$ cat config.mk
export PLATFORM = sky130hd
export DESIGN_NAME = sc_sm_multiplier
export DESIGN_NICKNAME = d
export VERILOG_FILES = /design/src/rtl/sc_pkg.sv /design/src/rtl/sc_lfsr.sv /design/src/rtl/sc_sm_multiplier.sv
export SDC_FILE = /design/constraint.sdc
export NUM_CORES = 1
export LEC_CHECK = 0
export CAP_MARGIN = 10
export CORE_UTILIZATION = 43
export DETAILED_ROUTE_END_ITERATION = 10
export SYNTH_ARGS = -nofsm -noshare
export SYNTH_HDL_FRONTEND = slang
export SYNTH_HIERARCHICAL = 1
export SYNTH_SLANG_ARGS = --single-unit
$ cat constraint.sdc
create_clock -name clock -period 4.8 [get_ports clock]
set_input_delay 1.2 -clock clock [delete_from_list [all_inputs] [get_ports clock]]
set_output_delay 1.2 -clock clock [all_outputs]
set_load 0.01 [all_outputs]
$ cat src/rtl/sc_pkg.sv
// Shared definitions for the stochastic sign/magnitude multiplier:
// FSM states, maximal-length LFSR tap masks and default seeds.
package sc_pkg;

  typedef enum logic [1:0] {
    ST_IDLE = 2'd0,
    ST_RUN  = 2'd1,
    ST_DONE = 2'd2
  } state_t;

  localparam logic [7:0] SEED_A_DEF = 8'h01;
  localparam logic [7:0] SEED_B_DEF = 8'hB5;

  // Fibonacci tap masks, bit i set means stage i+1 feeds the XOR
  function automatic logic [15:0] lfsr_taps(input int w);
    case (w)
      8:       return 16'h00B8;  // x^8+x^6+x^5+x^4+1
      12:      return 16'h0829;  // x^12+x^6+x^4+x+1
      16:      return 16'hD008;  // x^16+x^15+x^13+x^4+1
      default: return 16'h0000;
    endcase
  endfunction

endpackage

$ cat src/rtl/sc_lfsr.sv
// Fibonacci LFSR with synchronous seed load; shifts toward the MSB and
// feeds the XOR of the tapped stages back into bit 0.
module sc_lfsr
  import sc_pkg::*;
#(
  parameter int             W    = 8,
  parameter logic [W-1:0]   TAPS = W'(lfsr_taps(W)),
  parameter logic [W-1:0]   SEED = W'(1)
) (
  input  logic         clock,
  input  logic         resetn,
  input  logic         load,
  input  logic         step,
  output logic [W-1:0] state
);

  logic [W-1:0] r_state;
  logic         w_feedback;

  assign w_feedback = ^(r_state & TAPS);

  always_ff @(posedge clock) begin
    if (!resetn || load) begin
      r_state <= SEED;
    end else if (step) begin
      r_state <= {r_state[W-2:0], w_feedback};
    end
  end

  assign state = r_state;

  // A zero seed locks the register at zero forever
  a_never_zero: assert property (@(posedge clock) disable iff (!resetn) r_state != '0);

endmodule

$ cat src/rtl/sc_sm_multiplier.sv
// Stochastic sign/magnitude multiplier: counts AND-ed comparator bits over one
// full LFSR period and re-applies the product sign as two's complement.
module sc_sm_multiplier
  import sc_pkg::*;
#(
  parameter int                 W_MAG  = 8,
  parameter logic [W_MAG-1:0]   SEED_A = W_MAG'(SEED_A_DEF),
  parameter logic [W_MAG-1:0]   SEED_B = W_MAG'(SEED_B_DEF)
) (
  input  logic             clock,
  input  logic             resetn,
  input  logic             in_valid,
  output logic             in_ready,
  input  logic             a_sign,
  input  logic [W_MAG-1:0] a_mag,
  input  logic             b_sign,
  input  logic [W_MAG-1:0] b_mag,
  output logic             out_valid,
  input  logic             out_ready,
  output logic [W_MAG:0]   out_prod
);

  localparam logic [W_MAG-1:0] TAPS     = W_MAG'(lfsr_taps(W_MAG));
  localparam logic [W_MAG-1:0] CYC_LAST = {{(W_MAG-1){1'b1}}, 1'b0};

  state_t           r_state, w_state_next;
  logic [W_MAG-1:0] r_a_mag, r_b_mag, r_cnt, r_cyc;
  logic             r_sgn;
  logic [W_MAG-1:0] w_lfsr_a, w_lfsr_b;
  logic             w_accept, w_step, w_bit_a, w_bit_b;
  logic [W_MAG:0]   w_mag_ext;

  sc_lfsr #(.W(W_MAG), .TAPS(TAPS), .SEED(SEED_A)) u_lfsr_a (
    .clock  (clock),
    .resetn (resetn),
    .load   (w_accept),
    .step   (w_step),
    .state  (w_lfsr_a)
  );

  sc_lfsr #(.W(W_MAG), .TAPS(TAPS), .SEED(SEED_B)) u_lfsr_b (
    .clock  (clock),
    .resetn (resetn),
    .load   (w_accept),
    .step   (w_step),
    .state  (w_lfsr_b)
  );

  assign w_bit_a = (r_a_mag >= w_lfsr_a);
  assign w_bit_b = (r_b_mag >= w_lfsr_b);

  always_ff @(posedge clock) begin
    if (!resetn) begin
      r_state <= ST_IDLE;
    end else begin
      r_state <= w_state_next;
    end
  end

  always_comb begin
    w_state_next = r_state;
    in_ready     = 1'b0;
    out_valid    = 1'b0;
    w_accept     = 1'b0;
    w_step       = 1'b0;
    case (r_state)
      ST_IDLE: begin
        in_ready = 1'b1;
        if (in_valid) begin
          w_accept     = 1'b1;
          w_state_next = ST_RUN;
        end
      end
      ST_RUN: begin
        w_step = 1'b1;
        if (r_cyc == CYC_LAST) begin
          w_state_next = ST_DONE;
        end
      end
      ST_DONE: begin
        out_valid = 1'b1;
        if (out_ready) begin
          w_state_next = ST_IDLE;
        end
      end
      default: w_state_next = ST_IDLE;
    endcase
  end

  always_ff @(posedge clock) begin
    if (!resetn) begin
      r_a_mag <= '0;
      r_b_mag <= '0;
      r_sgn   <= 1'b0;
      r_cnt   <= '0;
      r_cyc   <= '0;
    end else if (w_accept) begin
      r_a_mag <= a_mag;
      r_b_mag <= b_mag;
      r_sgn   <= a_sign ^ b_sign;
      r_cnt   <= '0;
      r_cyc   <= '0;
    end else if (w_step) begin
      r_cnt <= r_cnt + {{(W_MAG-1){1'b0}}, (w_bit_a & w_bit_b)};
      r_cyc <= r_cyc + 1'b1;
    end
  end

  // Negating a zero count yields zero, so no negative zero can appear
  assign w_mag_ext = {1'b0, r_cnt};

  always_comb begin
    out_prod = '0;
    if (r_state == ST_DONE) begin
      out_prod = r_sgn ? -w_mag_ext : w_mag_ext;
    end
  end

endmodule

# Word-level counts from Yosys, hierarchy flattened
# Index checks and enable logic that the tools add are counted.
# op_classes
add_sub_neg	3
n_mul	0
n_div	0
magnitude_cmp	2
n_eq_ne	6
n_shift	0
n_mux	11
bitwise_logic	3
reduce_logical	7
# op_table
operator	n
2-to-1 mux 9 bit	2
>= comparator 8 bit	2
XOR reduction 8 bit	2
negator 8 -> 9 bit	1
adder 8 x 1 -> 8 bit	1
adder 8 x 1 -> 8 bit (second input constant)	1
== test 8 bit (second input constant)	1
2-to-1 mux 2 bit	3
!= test 2 bit (second input constant)	3
one-hot mux 2 bit (3 select lines)	1
2-to-1 mux 1 bit	5
AND reduction 3 bit	1
== test 2 x 1 -> 1 bit (second input constant)	1
== test 2 bit (second input constant)	1
zero test 2 bit	1
OR reduction 2 bit	1
bitwise AND 1 bit	1
zero test 1 bit	1
logical OR 1 bit	1
inverter 1 bit	1
bitwise XOR 1 bit	1
# totals
ff_bits	51
latch_bits	0
mem_bits_rw	0
mem_bits_ro	0
in_bits	22
output_inout_bits	11
word_cells	40
memories	0

# Longest topological paths before layout
# Gate-level depths: netlist of run 1.
# logic_depth
ltp_word	3
mapped_depth	11
mapped_depth_nobuf	11

# Cells and area by module
# The synthesis of run 1 kept the hierarchy.
# by_module_without_submodules
mod	n_inst	cells_each	area_each_um2	seq_area_each_um2
sc_sm_multiplier	1	245	2010.7	700.7
sc_lfsr (u_lfsr_b)	1	30	329.1	160.2
sc_lfsr (u_lfsr_a)	1	30	312.8	160.2

# Least setup slack after synthesis of run 1
# Ideal clock, no wire load.
# synth_timing
path_type	reg2out
start	register r_cnt[0]
end	output port out_prod[8]
t_arrival_ps	1546
required_time_ps	3600
path_slack_ps	2054
stages_incl_launch_ff	6
n_path_buf	0
path_cell_list	dfxtp_1 > inv_1 > ha_1 > or3b_4 > or3_1 > o311a_1
# synth_between
elab_chain_cells	3
# synth_rtl
element	line	rtl
from (decl)	sc_sm_multiplier.sv:27	logic [W_MAG-1:0] r_a_mag, r_b_mag, r_cnt, r_cyc;
from (signal assigned)	sc_sm_multiplier.sv:104	r_cnt <= r_cnt + {{(W_MAG-1){1'b0}}, (w_bit_a & w_bit_b)};
negator 8 -> 9 bit	sc_sm_multiplier.sv:115	out_prod = r_sgn ? -w_mag_ext : w_mag_ext;
2-to-1 mux 9 bit	sc_sm_multiplier.sv:115	
2-to-1 mux 9 bit	sc_sm_multiplier.sv:114	if (r_state == ST_DONE) begin
to (decl)	sc_sm_multiplier.sv:20	output logic [W_MAG:0] out_prod
# No other way between the ends.

# Final worst setup path of run 1
# layout_timing
start	register r_cnt[1]
end	output port out_prod[8]
# The elaborated chain is that of the path after synthesis.

==> key figures, run 1 <==
GRT
  • Tot GR Track Use: 0.1816
  • Initial antenna violation count: 0
  • Grt ovf: 0
  • First-pass GRT wire length: 9080 um
  • Vias in the first global route: between 1500 and 2000
  • Largest net degree at the start of global routing: 26

Clock tree
  • # resized after CTS: 0
  • Number of H-tree levels: 2
  • Clock Path Buffers: 2
  • Num CTS Buffers: 5
  • Clock sink count: between 50 and 60
  • Clk Tree Root Cell: clkbuf_8
  • Hold-fix buffers at CTS: 0
  • Later-pin clock latency in the skew report: roughly 300 ps
  • Setup bufs post-CTS: 0
  • TritonCTS clock tree: done
  • Clock-pin transition on the worst setup and hold timing paths: around 90 ps

Drt
  • Initial DRC count: 59
  • Routed wire length: ~5100 um
  • Pre-antenna DRT Iters: 4
  • Drt wl/cell: approximately 13 um
  • DRC Markers: 0
  • DRT antenna net count: 0
  • DR vias: approximately 2000
  • Post-DR vias/cell: ~5.0

Place
  • Dpl hpwl: ~3600 um
  • RD Place Congestion: just over 0.8
  • Port Buf Inserts: 32

Die
  • Initial core utilization: 0.4480
  • Row Count: 28
  • Die H: 80.54 um
  • Die Width: roughly 81 um
  • Core ar.: approximately 6000 um^2
  • Die ar.: approximately 6500 um^2
  • Ports: 33

Outcome
  • Run status: finished, final reports clean

Setup path
  • Critical Path AT: ~2400 ps
  • Worst-path fanout max: 6
  • CP Class: reg2out
  • Reg-to-reg startpoint: u_lfsr_b/state[3]
  • R2r endpoint: r_cnt[5]
  • R2r setup slk: approximately 2500 ps
  • FF-to-FF path depth: 10
  • Critical Path Sink Type: primary output
  • Crit start category: flip-flop
  • CP required: approximately 3600 ps

Final layout
  • Leading cell types in the layout, fill and taps excluded: 51 x dfxtp_1, 46 x nand2_1, 39 x nor2_1, 32 x clkdlybuf4s50_1, 21 x ha_1
  • Final core utilization: 0.5230
  • Area delta synth->final: 16.75%
  • Fillers: between 500 and 600
  • Commonest non-fill, non-tap cell in the layout: dfxtp_1
  • Layout cells sized above 1: 0.05455
  • Nets: 373
  • Ant. Diodes: 0

Timing
  • Fin Setup TNS: 0 ps
  • Slew Limit Fails: 0
  • Fmax: roughly 280 MHz
  • RSZ-0062 raised after global routing: false
  • Clk_skew: 4.076 ps
  • Final min period: 3616 ps
  • Slew HR: 0.5541
  • Worst slew pin tran: between 600 and 700 ps
  • Final Hold Viols: 0
  • Fin crit share: 0.7533
  • Hold WS: about 460 ps
  • Finish-stage setup viols: 0

Min path
  • Min-Delay Endpoint: r_a_mag[7]
  • Worst Hold Class: reg2reg
  • Hold wc startpoint: r_a_mag[7]
  • Worst hold stages: 2

Logic synthesis
  • Synthesized instance count: roughly 310
  • Post-synthesis sequential area ratio: 0.3849
  • Mapped Area: 2653 um^2
  • Mean post-synth cell area: between 8 and 9 um^2
  • Synth Register Bits: slightly above 50
  • Syn nets: around 350
  • Synth cell types: between 40 and 50
  • Async set-or-reset flop fraction in the synthesized netlist: 0
  • Post-synth EDFFs: 0
  • Yosys warnings: 6
  • Top FF cell, synth: dfxtp_1

Power and ir drop
  • Leak Pwr: around 0.0013 uW
  • Power consumption: 837.0 uW
  • VDD IR-drop max: ~0.13 mV
  • PD cells: between 200 and 300 nW/um^2

Run
  • Maxcap violations: 0
worst max-delay path by stage:
stage | from | cells after the start | end | slack [ps]
after floorplan | r_cnt[0] | 5 | out_prod[8] | 2050
after global placement | r_cnt[0] | 6 | out_prod[8] | 1550
after detailed placement | r_cnt[0] | 6 | out_prod[8] | 1540
after CTS | r_cnt[0] | 6 | out_prod[8] | 1190
after global routing | r_cnt[0] | 6 | out_prod[8] | 1100
final | r_cnt[1] | 6 | out_prod[8] | 1180
where the power goes:
part | internal [uW] | switching, uW
clock network | 113 | 136
logic | 64.3 | 64.8
registers | 442 | 16.4
total | 620 | 217
synthesized netlist by cell type, drive strengths merged (2+ instances only):
cell type / number / area (um^2)
dfxtp: 51 / 1021
nand2: 46 / 172.7
nor2: 39 / 146.4
ha: 21 / 262.8
inv: 21 / 78.83
xor2: 18 / 157.7
a21boi: 16 / 120.1
mux2i: 15 / 150.1
clkbuf: 10 / 37.54
xnor2: 8 / 85.08
nand4: 7 / 43.79
a21oi: 6 / 30.03
and3: 6 / 38.79
buf: 6 / 37.53
nor2b: 4 / 25.02
a211o: 3 / 26.28
a21o: 3 / 22.52
nand2b: 3 / 18.77
a31oi: 2 / 12.51
o211ai: 2 / 15.01
o21ai: 2 / 10.01
o221ai: 2 / 17.52
o31ai: 2 / 15.01
routing by layer:
metal  GRT usage  up-vias  part of all wire
met5           0        -                 0
met4     0.05893        0            0.0082
met3     0.04091        4             0.041
met2      0.2932       33              0.44
met1      0.2372      924              0.51
li1            -     1061                 -
logic make-up after synthesis:
group / share of synthesized area
flops: 0.3849
compound gates: 0.1208
buf+inv: 0.05802
simple gates: 0.1892
xor+xnor: 0.09151
mux: 0.05660
fa+ha+maj: 0.09906
sequential cells by signal, summed over array words and instances (netlist names):
name,count
r_a_mag,8
r_b_mag,8
r_cnt,8
r_cyc,8
u_lfsr_a/state,8
u_lfsr_b/state,8
r_state,2
r_sgn,1
metrics by stage:
| stage | instance area, um^2 | instances | setup WS, ps |
|---|---|---|---|
| 5_1_grt | 3097 | 405 | 1097 |
| 3_3_place_gp | 3009 | 398 | 1554 |
| 3_5_place_dp | 3009 | 398 | 1542 |
| 6_report | 3097 | 405 | 1184 |
| 4_1_cts | 3097 | 405 | 1186 |
| 2_1_floorplan | 2653 | 305 | 2054 |
worst max-delay path, cell delays in order (launching register included):
cell,delay [ps]
dfxtp_1,370
inv_1,90
ha_1,160
or3b_4,390
or3_1,320
o311a_1,300
clkdlybuf4s50_1,480
cell type report:
| cell class | instances | area [um^2] | share of cell area |
|---|---|---|---|
| clock buffers | 6 | 82.58 | 0.02667 |
| clock inverters | 1 | 5.005 | 0.001616 |
| inverters | 21 | 78.83 | 0.02545 |
| multi-input cells | 217 | 1480 | 0.4780 |
| flip-flops and latches | 51 | 1021 | 0.3297 |
| well taps | 75 | 93.84 | 0.03030 |
| repair buffers | 34 | 335.3 | 0.1083 |
No activity file was read; power rests on OpenSTA's default activity.
==> inputs of run 2 (changes only) <==
--- a/config.mk
+++ b/config.mk
@@ -8,6 +8,7 @@
 export CAP_MARGIN = 10
 export CORE_UTILIZATION = 43
 export DETAILED_ROUTE_END_ITERATION = 10
+export PLACE_DENSITY = 0.67
 export SYNTH_ARGS = -nofsm -noshare
 export SYNTH_HDL_FRONTEND = slang
 export SYNTH_HIERARCHICAL = 1
==> constraint.sdc (replaced) <==
create_clock -name clock -period 3.3 [get_ports clock]
set_input_delay 0.825 -clock clock [delete_from_list [all_inputs] [get_ports clock]]
set_output_delay 0.825 -clock clock [all_outputs]
set_load 0.01 [all_outputs]
==> run 2 against run 1 <==
  * First-iteration DRC count up 1.7%
  * Sequential cell count unchanged
  * Critical endpoint is now out_prod[6]
  * Die area unchanged
  * Clock power up 58%
  * Critical path depth up 1
  * Register-to-register slack worse by 1500 ps
  * Core utilization up 0.70 points
  * Highest routed layer unchanged
  * Cell area up 1.3%
  * Clock skew up 6.5 ps
==> key figures, run 2 (synthesized netlist as in run 1, its figures left out) <==
Outcome
  • Run status: finished, final reports clean

Final layout
  • Fin area: ~3100 um^2
  • Finished Layout Cells: 409
  • Leading cell types in the layout, fill and taps excluded: 51 x dfxtp_1, 46 x nand2_1, 39 x nor2_1, 31 x clkdlybuf4s50_1, 21 x ha_1
  • Area delta synth->final: 18.30%
  • Nets: 376
  • Ant. Diodes: 0
  • Fillers: between 500 and 600
  • Layout cells sized above 1: 0.06587
  • Commonest non-fill, non-tap cell in the layout: dfxtp_1

Place
  • DP Cell Count: ~400
  • Port Buf Inserts: 32
  • Area post-placement: around 3000 um^2
  • RD Place Congestion: about 0.84
  • Dpl hpwl: 3662 um

Timing
  • Final min period: ~3100 ps
  • Final Hold Viols: 0
  • Fmax: around 320 MHz
  • Slew HR: 0.5136
  • Fin Setup TNS: 0 ps
  • RSZ-0062 raised after global routing: false
  • Clk_skew: ~11 ps
  • Finish-stage setup viols: 0
  • Slew Limit Fails: 0
  • Fin crit share: 0.9525
  • Worst slew pin tran: approximately 730 ps

Setup path
  • Critical Path AT: approximately 2300 ps
  • Worst-path fanout max: 4
  • Crit start category: flip-flop
  • Critical Path Sink Type: primary output
  • CP Class: reg2out
  • CP required: about 2500 ps

Min path
  • Worst Hold Class: reg2reg

Die
  • Ports: 33
  • Row Count: 28
  • Initial core utilization: 0.4480
  • Die H: around 80 um
  • Core ar.: slightly below 6000 um^2
  • Die ar.: roughly 6500 um^2
  • Die Width: about 80 um

Drt
  • DRC Markers: 0
  • Routed wire length: ~5000 um
  • Drt wl/cell: 12.32 um
  • DRT antenna net count: 0
  • Post-DR vias/cell: 5.007
  • Pre-antenna DRT Iters: 4
  • Initial DRC count: 60
  • DR vias: around 2000

Clock tree
  • Clk Tree Root Cell: clkbuf_8
  • Clock-pin transition on the worst setup and hold timing paths: approximately 90 ps
  • Setup bufs post-CTS: 0
  • Later-pin clock latency in the skew report: 300 ps
  • Num CTS Buffers: 5
  • Clock sink count: roughly 50
  • Number of H-tree levels: 2
  • Clock Path Buffers: 2
  • TritonCTS clock tree: done

GRT
  • Largest net degree at the start of global routing: 23
  • Tot GR Track Use: 0.1631
  • First-pass GRT wire length: about 8300 um
  • Grt ovf: 0
  • Vias in the first global route: roughly 1900
  • Initial antenna violation count: 0

Power and ir drop
  • VDD IR-drop max: about 0.22 mV
  • Leak Pwr: 0.001348 uW
  • PD cells: about 400 nW/um^2

Run
  • Maxcap violations: 0
==> run 2: cell types whose count changed in the layout (fill, tap and decap cells not counted), sizes merged <==
cell           previous run  this run
clkdlybuf4s50            32        31
buf                       2         5
clkinvlp                  0         1
clkbuf                    6         7
clkinv                    1         0
dlymetal6s2s              0         1
==> run 2: routing by layer <==
metal  part of all wire  global-route usage  vias to the layer above
li1                   -                   -                     1068
met1               0.50              0.2048                      935
met2               0.46              0.2881                       40
met3              0.040             0.02727                        5
met4             0.0062             0.03750                        0
met5                  0                   0                        -
==> run 2: worst max-delay path: stages, from the launching register on <==
cell and delay (ps):
dfxtp_1 350, inv_1 110, ha_1 180, or3b_4 390, o31ai_1 260, xor2_1 100, nor2_1 90, clkdlybuf4s50_1 540
==> run 2: final timing paths <==
path / startpoint / end / slack (ps) / cells after the start
max: r_cnt[0] / out_prod[6] / 160 / 7
min: r_b_mag[6] / r_b_mag[6] / 470 / 2
max reg2reg: u_lfsr_b/state[3] / r_cnt[7] / 1000 / 10
min reg2reg: r_b_mag[6] / r_b_mag[6] / 470 / 2
==> run 2: area by class of cell <==
class                      instances  area (um^2)  share of cell area
sequential                        51         1021              0.3254
multi-input combinational        217         1480              0.4717
inverter                          21        78.83             0.02512
clock inverter                     1        7.507            0.002392
timing repair buffer              37        360.3              0.1148
clock buffer                       7        96.34             0.03070
tap                               75        93.84             0.02990
==> run 2: where the power goes <==
part / switching (uW) / leakage, uW / internal (uW)
Sequential: 23.9 / 0.000415 / 643
Clock: 203 / 0.0000505 / 191
Combinational: 94.7 / 0.000882 / 98.0
Total: 321 / 0.00135 / 932
==> run 2: timing repair <==
action                     4_1_cts  5_1_grt
hold buffers                     0        0
setup endpoints to repair        0        1
gates resized for setup          0        1
==> run 2: through the flow <==
| stage | setup slack, ps | hold WS (ps) | total power (uW) | utilization |
|---|---|---|---|---|
| 2_1_floorplan | 929.3 | 435.1 | 810.7 | - |
| 3_3_place_gp | 429.2 | 442.1 | 870.2 | 0.5120 |
| 3_5_place_dp | 407.7 | 456.0 | 875.2 | 0.5120 |
| 4_1_cts | 61.16 | 470.0 | 1267 | 0.5296 |
| 5_1_grt | 16.54 | 476.8 | 1314 | 0.5300 |
| 6_report | 156.7 | 466.6 | 1253 | 0.5300 |
